### src/rtl/piso_iob.sv
// piso_iob: parallel-in, serial-out transmitter for the IOB serial link.
//
// A WIDTH-bit word is taken over a valid/ready load handshake into a one-word
// holding buffer, then moved into a shift register and sent LSB first, one bit
// per enabled clock. When the next word is already buffered at the moment the
// last bit of the current word retires, it is reloaded on that same edge, so
// consecutive words leave as a gap-free bit stream.
//
// Ports:
//   CLOCK_IOB    in   clock, rising-edge active
//   RES_IOB      in   asynchronous active-low reset
//   EN_IOB       in   shift enable; low freezes the shift path (load still works)
//   LOAD_IOB     in   load request; DAT_IN_IOB valid while high
//   DAT_IN_IOB   in   parallel word to transmit [WIDTH]
//   RDY_IOB      out  holding buffer empty; load accepted on LOAD_IOB & RDY_IOB
//   DAT_OUT_IOB  out  serial data, LSB first; 0 outside a frame
//   FRAME_IOB    out  high while DAT_OUT_IOB carries a valid bit
//   DONE_IOB     out  one-cycle pulse after the last bit of a word retires

module piso_iob #(
  parameter int WIDTH = 8
) (
  input  logic             CLOCK_IOB,
  input  logic             RES_IOB,
  input  logic             EN_IOB,
  input  logic             LOAD_IOB,
  input  logic [WIDTH-1:0] DAT_IN_IOB,
  output logic             RDY_IOB,
  output logic             DAT_OUT_IOB,
  output logic             FRAME_IOB,
  output logic             DONE_IOB
);

  localparam int CW = (WIDTH > 1) ? $clog2(WIDTH) : 1;
  localparam logic [CW-1:0] CNT_LAST = CW'(WIDTH - 1);

  typedef enum logic [0:0] {
    ST_IDLE  = 1'b0,
    ST_SHIFT = 1'b1
  } state_t;

  state_t           state_r;
  state_t           state_s;
  logic [WIDTH-1:0] hbuf_r;
  logic [WIDTH-1:0] hbuf_s;
  logic             hfull_r;
  logic             hfull_s;
  logic [WIDTH-1:0] shreg_r;
  logic [WIDTH-1:0] shreg_s;
  logic [CW-1:0]    cnt_r;
  logic [CW-1:0]    cnt_s;
  logic             done_r;
  logic             done_s;
  logic             accept_s;

  // State and datapath registers; reset discards both buffered and in-flight words.
  always_ff @(posedge CLOCK_IOB or negedge RES_IOB) begin
    if (!RES_IOB) begin
      state_r <= ST_IDLE;
      hbuf_r  <= {WIDTH{1'b0}};
      hfull_r <= 1'b0;
      shreg_r <= {WIDTH{1'b0}};
      cnt_r   <= {CW{1'b0}};
      done_r  <= 1'b0;
    end else begin
      state_r <= state_s;
      hbuf_r  <= hbuf_s;
      hfull_r <= hfull_s;
      shreg_r <= shreg_s;
      cnt_r   <= cnt_s;
      done_r  <= done_s;
    end
  end

  // Next-state logic: load handshake plus the IDLE/SHIFT transmit sequence.
  always_comb begin
    state_s  = state_r;
    hbuf_s   = hbuf_r;
    hfull_s  = hfull_r;
    shreg_s  = shreg_r;
    cnt_s    = cnt_r;
    done_s   = 1'b0;
    accept_s = LOAD_IOB & ~hfull_r;

    // Accept only into an empty buffer. A transfer out of the buffer needs
    // hfull_r=1, so the two can never happen on the same edge.
    if (accept_s) begin
      hbuf_s  = DAT_IN_IOB;
      hfull_s = 1'b1;
    end else begin
      hbuf_s  = hbuf_r;
    end

    if (EN_IOB) begin
      case (state_r)
        ST_IDLE: begin
          if (hfull_r) begin
            shreg_s = hbuf_r;
            hfull_s = 1'b0;
            cnt_s   = {CW{1'b0}};
            state_s = ST_SHIFT;
          end else begin
            state_s = ST_IDLE;
          end
        end
        ST_SHIFT: begin
          if (cnt_r == CNT_LAST) begin
            done_s = 1'b1;
            if (hfull_r) begin
              // Back-to-back reload: the next word's bit 0 follows with no gap.
              shreg_s = hbuf_r;
              hfull_s = 1'b0;
              cnt_s   = {CW{1'b0}};
              state_s = ST_SHIFT;
            end else begin
              // Clearing shreg keeps DAT_OUT_IOB low while no frame is active.
              shreg_s = {WIDTH{1'b0}};
              cnt_s   = {CW{1'b0}};
              state_s = ST_IDLE;
            end
          end else begin
            shreg_s = {1'b0, shreg_r[WIDTH-1:1]};
            cnt_s   = cnt_r + {{(CW-1){1'b0}}, 1'b1};
            state_s = ST_SHIFT;
          end
        end
        default: begin
          shreg_s = {WIDTH{1'b0}};
          cnt_s   = {CW{1'b0}};
          state_s = ST_IDLE;
        end
      endcase
    end else begin
      state_s = state_r;
    end
  end

  // Outputs decoded straight from registers; no path from LOAD_IOB to RDY_IOB.
  always_comb begin
    RDY_IOB     = ~hfull_r;
    DAT_OUT_IOB = shreg_r[0];
    FRAME_IOB   = (state_r == ST_SHIFT);
    DONE_IOB    = done_r;
  end

endmodule

### config.mk
export PLATFORM = sky130hd
export DESIGN_NAME = piso_iob
export DESIGN_NICKNAME = d
export VERILOG_FILES = /design/src/rtl/piso_iob.sv
export SDC_FILE = /design/constraint.sdc
export NUM_CORES = 1
export LEC_CHECK = 0
export ABC_CLOCK_PERIOD_IN_PS = 1900
export CAP_MARGIN = 15
export CORE_MARGIN = 2
export CORE_UTILIZATION = 51
export CTS_CLUSTER_SIZE = 28
export DETAILED_ROUTE_END_ITERATION = 8
export PLACE_DENSITY_LB_ADDON = 0.12
export SLEW_MARGIN = 20
export SYNTH_ARGS = -nofsm -noshare
export SYNTH_HDL_FRONTEND = slang
export SYNTH_SLANG_ARGS = --single-unit
### constraint.sdc
create_clock -name CLOCK_IOB -period 1.9 [get_ports CLOCK_IOB]
set_clock_uncertainty 0.15 [all_clocks]
set_input_delay 0.57 -clock CLOCK_IOB [delete_from_list [all_inputs] [get_ports CLOCK_IOB]]
set_output_delay 0.57 -clock CLOCK_IOB [all_outputs]
set_load 0.005 [all_outputs]
After elaboration in Yosys (flattened, before gate mapping). Index checks and enable logic that the tools add are counted.

Memory bits (writable): 0. Input bits: 12. Memory bits (read-only): 0. Bits in latches: 0. Word-level logic and storage cells: 31. Register bits after elaboration: 22. Memories kept: 0. Output and inout port bits: 4.

Multiply operators: 0. Divide/modulo/power cells: 0. Equality and inequality tests: 2. Add/sub/neg operators: 1. Reductions and logical operators: 1. Bitwise logic cells: 3. Order comparisons: 0. Multiplexer cells: 18. Shift operators: 0.

Operators with widths (number): 8-bit 2-to-1 mux (3); 8-bit one-hot mux with 2 select lines (1); 1-bit 2-to-1 mux (9); 3-bit 2-to-1 mux (2); 3-bit one-hot mux with 2 select lines (1); 1-bit one-hot mux with 2 select lines (2); 3-bit by 1-bit adder with 3-bit output (second input constant) (1); 3-bit equality test (second input constant) (1); 2-bit inequality test (second input constant) (1); 1-bit inverter (2); 2-bit AND reduction (1); 1-bit AND (1).

Logic depth before layout (Yosys ltp).
Depth after elaboration: 7. Depth in mapped cells: 6.

Least setup slack after synthesis. Ideal clock, no wire load.

Path kind: flip-flop to flip-flop. Start point: register cnt_r[0]. End point: register shreg_r[0]. Required time: 1626 ps. Path buffers: 0. Path slack: 279 ps. Setup time: 124 ps. Period minus slack after synthesis: 1621 ps. Stages on the path, launching flop included: 6. Arrival time: 1347 ps. Path through: dfrtp_1 ha_1 ha_1 a21bo_4 a221oi_2 nor2_1.

Longest elaborated chain between the ends: 3.

RTL lines: start, declared (RTL line 50) `logic [CW-1:0] cnt_r;`; start signal, assigned (RTL line 63) `cnt_r <= {CW{1'b0}};`; start signal, assigned (RTL line 70) `cnt_r <= cnt_s;`; 3-bit equality test (RTL line 107) `if (cnt_r == CNT_LAST) begin`; 8-bit 2-to-1 mux (RTL line 107); 8-bit one-hot mux with 2 select lines (RTL line 95) `case (state_r)`; end signal, assigned (RTL line 62) `shreg_r <= {WIDTH{1'b0}};`; end signal, assigned (RTL line 69) `shreg_r <= shreg_s;`; end, declared (RTL line 48) `logic [WIDTH-1:0] shreg_r;`.

Every way passes these cells. A chain may end at the register's enable or synchronous reset.

Worst setup path in the final report.
Start point: register cnt_r[0]. End point: register shreg_r[6].

Same word-level chain as after synthesis.

==> qor.csv <==
metric,value,unit
outcome,completed,
most frequent cell after synthesis,dfrtp_1,
pwr dens,1310,mW/mm²
Mapped Nets,95,
area of the mapped netlist,0.00104,mm²
Max Root-Sink Buffers,2,
internal power,1.13,mW
CP startpoint kind,register,
routability-driven placement congestion ratio,0.735,
fmax,564,MHz
row count,16,
TritonCTS clock tree,built,
final wirelength,1920,µm
Crit Path Max Fanout,7,
post-cts hold buffer count,0,
Switching Power,544,µW
average vias per placed instance,5.35,
Switching Share,0.325,
core area,0.00194,mm²
WHS,356,ps
Die Area,0.00241,mm²
Clock power frac,0.148,
Slowest Stage Delay on Critical Path,420,ps
worst path arrival time,1820,ps
fin. max-slew vios,0,
"top cells by count, synth","dfrtp_1, nor2_1, mux2_2",
area grow syn2layout,23.2,%
Synth area leader,dfrtp_1,
#FFs+latches synth,22,
slowest CP cell,dfrtp_1,
CTS Root Cell,clkbuf_4,
Clock Sink Count,22,
pin count of the biggest net entering global routing,23,
H-tree levels,1,
vias in the first global route,707,
Die H,49.1,µm
ratio of cells with drive above 1 in the final layout,0.294,
CP Data Required Time,1950,ps
sequential element share of the synthesized area,0.531,
Leakage,0.582,nW
cell count after synthesis,80,
RSZ-0062 raised after global routing,false,
Inserted Clock Buffers,3,
crit-path cells,ha_1 -> ha_1 -> a21bo_4 -> a221oi_2 -> nor2_1,
die width,49.1,µm
Final Util,0.658,
CP Class,reg2reg,
starting density of the core,0.534,
post-synth cell types,24,
hpwl dp,1440,µm
Yosys Warn Count,0,
DRC errors left,0,
NumNets Final,118,
Gate power share,0.361,
Post-synth EDFFs,0,
syn avg cell area,13.0,µm²
post-route minimum period,1770,ps
post-route antenna net violation count,0,
IO Pins,16,
clock latency on the worst-skew pair,300,ps
"top cells by area, synth","dfrtp_1, a221oi_2, mux2_2",
Multi-input gate area,429,µm²
Congestion Overflow GR,0,
Final setup viols,0,
HP Class,reg2reg,
worst-margin pin slew,330,ps
share of total power in sequential cells,0.492,
drt pass-1 iters,2,
Most used DFF post-synth,dfrtp_1,
n_diodes,0,
"Period Utilization, post-route",0.933,
filler instances,156,
max-cap viol count,0,
Slew HR,0.777,
family with the most delay on the worst path,compound AO/OA/AOI/OAI gates,
initial drt markers,7,
mean routed wirelength per cell,14.9,µm
VDD IR max,1010,µV
antenna violations before repair,0,
FF/Latch Area,551,µm²
"CTS clk-pin slew, worst paths",110,ps
Worst path most repeated cell,ha_1,
Post-synth ARST share,1.00,
total number of vias,690,
final hold vios,0,
first-pass GRT wire length,3350,µm
total track usage,0.186,
Final Power,1.67,mW
PortBufs,15,
endpoint type of the worst setup path,register,
area share of the leading cell type in the synthesized netlist,0.531,
Worst Path Buf+Inv,0,
==> cells by family (layout without fill, tap and decap cells) <==
| logic type | count (synthesis) | after routing | synth area share |
|---|---|---|---|
| flip-flops | 22 | 22 | 0.531 |
| AND/OR/NAND/NOR | 22 | 22 | 0.106 |
| AO/OA/AOI/OAI | 17 | 17 | 0.185 |
| multiplexers | 8 | 8 | 0.0869 |
| buffers and inverters | 8 | 30 | 0.0555 |
| adder cells (fa/ha/maj) | 3 | 3 | 0.0362 |
==> worst paths after layout <==
path	start	slack, ps	cells past startpoint	to
worst min-delay path	cnt_r[1]$_DFFE_PN0P_	360	1	cnt_r[1]$_DFFE_PN0P_
worst min register to register	cnt_r[1]$_DFFE_PN0P_	360	1	cnt_r[1]$_DFFE_PN0P_
min in group asynchronous	RES_IOB	450	2	DONE_IOB$_DFF_PN0_
worst max register to register	cnt_r[0]$_DFFE_PN0P_	130	5	shreg_r[6]$_DFFE_PN0P_
worst max-delay path	cnt_r[0]$_DFFE_PN0P_	130	5	shreg_r[6]$_DFFE_PN0P_
max in group asynchronous	RES_IOB	930	2	hbuf_r[5]$_DFFE_PN0P_
==> cells in the final DEF, fill, tap and decap left out, drive strengths merged <==
| cell | count |
|---|---|
| clkdlybuf4s50 | 11 |
| inv | 2 |
| clkbuf | 4 |
| a22o | 1 |
| a21bo | 1 |
| nand4 | 1 |
| a221oi | 7 |
| dfrtp | 22 |
| o221ai | 1 |
| a21o | 2 |
| o21ai | 1 |
| buf | 9 |
| dlymetal6s2s | 2 |
| and3 | 2 |
| a32o | 2 |
| nand2b | 1 |
| nor4b | 1 |
| nand2 | 1 |
| ha | 3 |
| nor2 | 14 |
| dlygate4sd2 | 2 |
| mux2 | 8 |
| o21a | 1 |
| a21oi | 1 |
| nor2b | 2 |
==> power by group through the flow <==
stage | registers, mW | logic, mW | clock network (mW)
after floorplan | 0.789 | 0.464 | 0
after global placement | 0.818 | 0.588 | 0
after detailed placement | 0.835 | 0.621 | 0
after CTS | 0.824 | 0.614 | 0.257
after global routing | 0.846 | 0.668 | 0.279
final | 0.822 | 0.603 | 0.247
==> what timing repair did <==
action | in CTS | in global routing
setup endpoints to repair | 2 | 2
buffers inserted | 0 | 0
resized for setup | 2 | 2
==> flip-flops by register name, summed over array words and instances, names as in the netlist <==
name       cells
hbuf_r         8
shreg_r        8
cnt_r          3
DONE_IOB       1
FRAME_IOB      1
hfull_r        1
==> metrics by stage <==
step	instance area, µm²	cells	worst slack, ps	setup TNS, ps
final	1280	129	127	0
after global routing	1280	129	35.4	0
after CTS	1270	129	0.727	0
after detailed placement	1240	125	-111	-459
after global placement	1240	125	-24.4	-173
after floorplan	1040	80	279	0
==> cell type report <==
class | count | share of cell area
Multi-Input combinational cell | 50 | 0.336
Tap cell | 27 | 0.0264
Inverter | 2 | 0.00588
Timing Repair Buffer | 24 | 0.172
Clock buffer | 4 | 0.0284
Sequential cell | 22 | 0.431
==> metal layers <==
| layer | part of all wire | global-route usage |
|---|---|---|
| met1 | 0.47 | 0.229 |
| met3 | 0.035 | 0.0644 |
| met2 | 0.49 | 0.313 |
| met5 | 0 | 0 |
| met4 | 0.0057 | 0.0429 |
(Power assumes the default switching activity.)
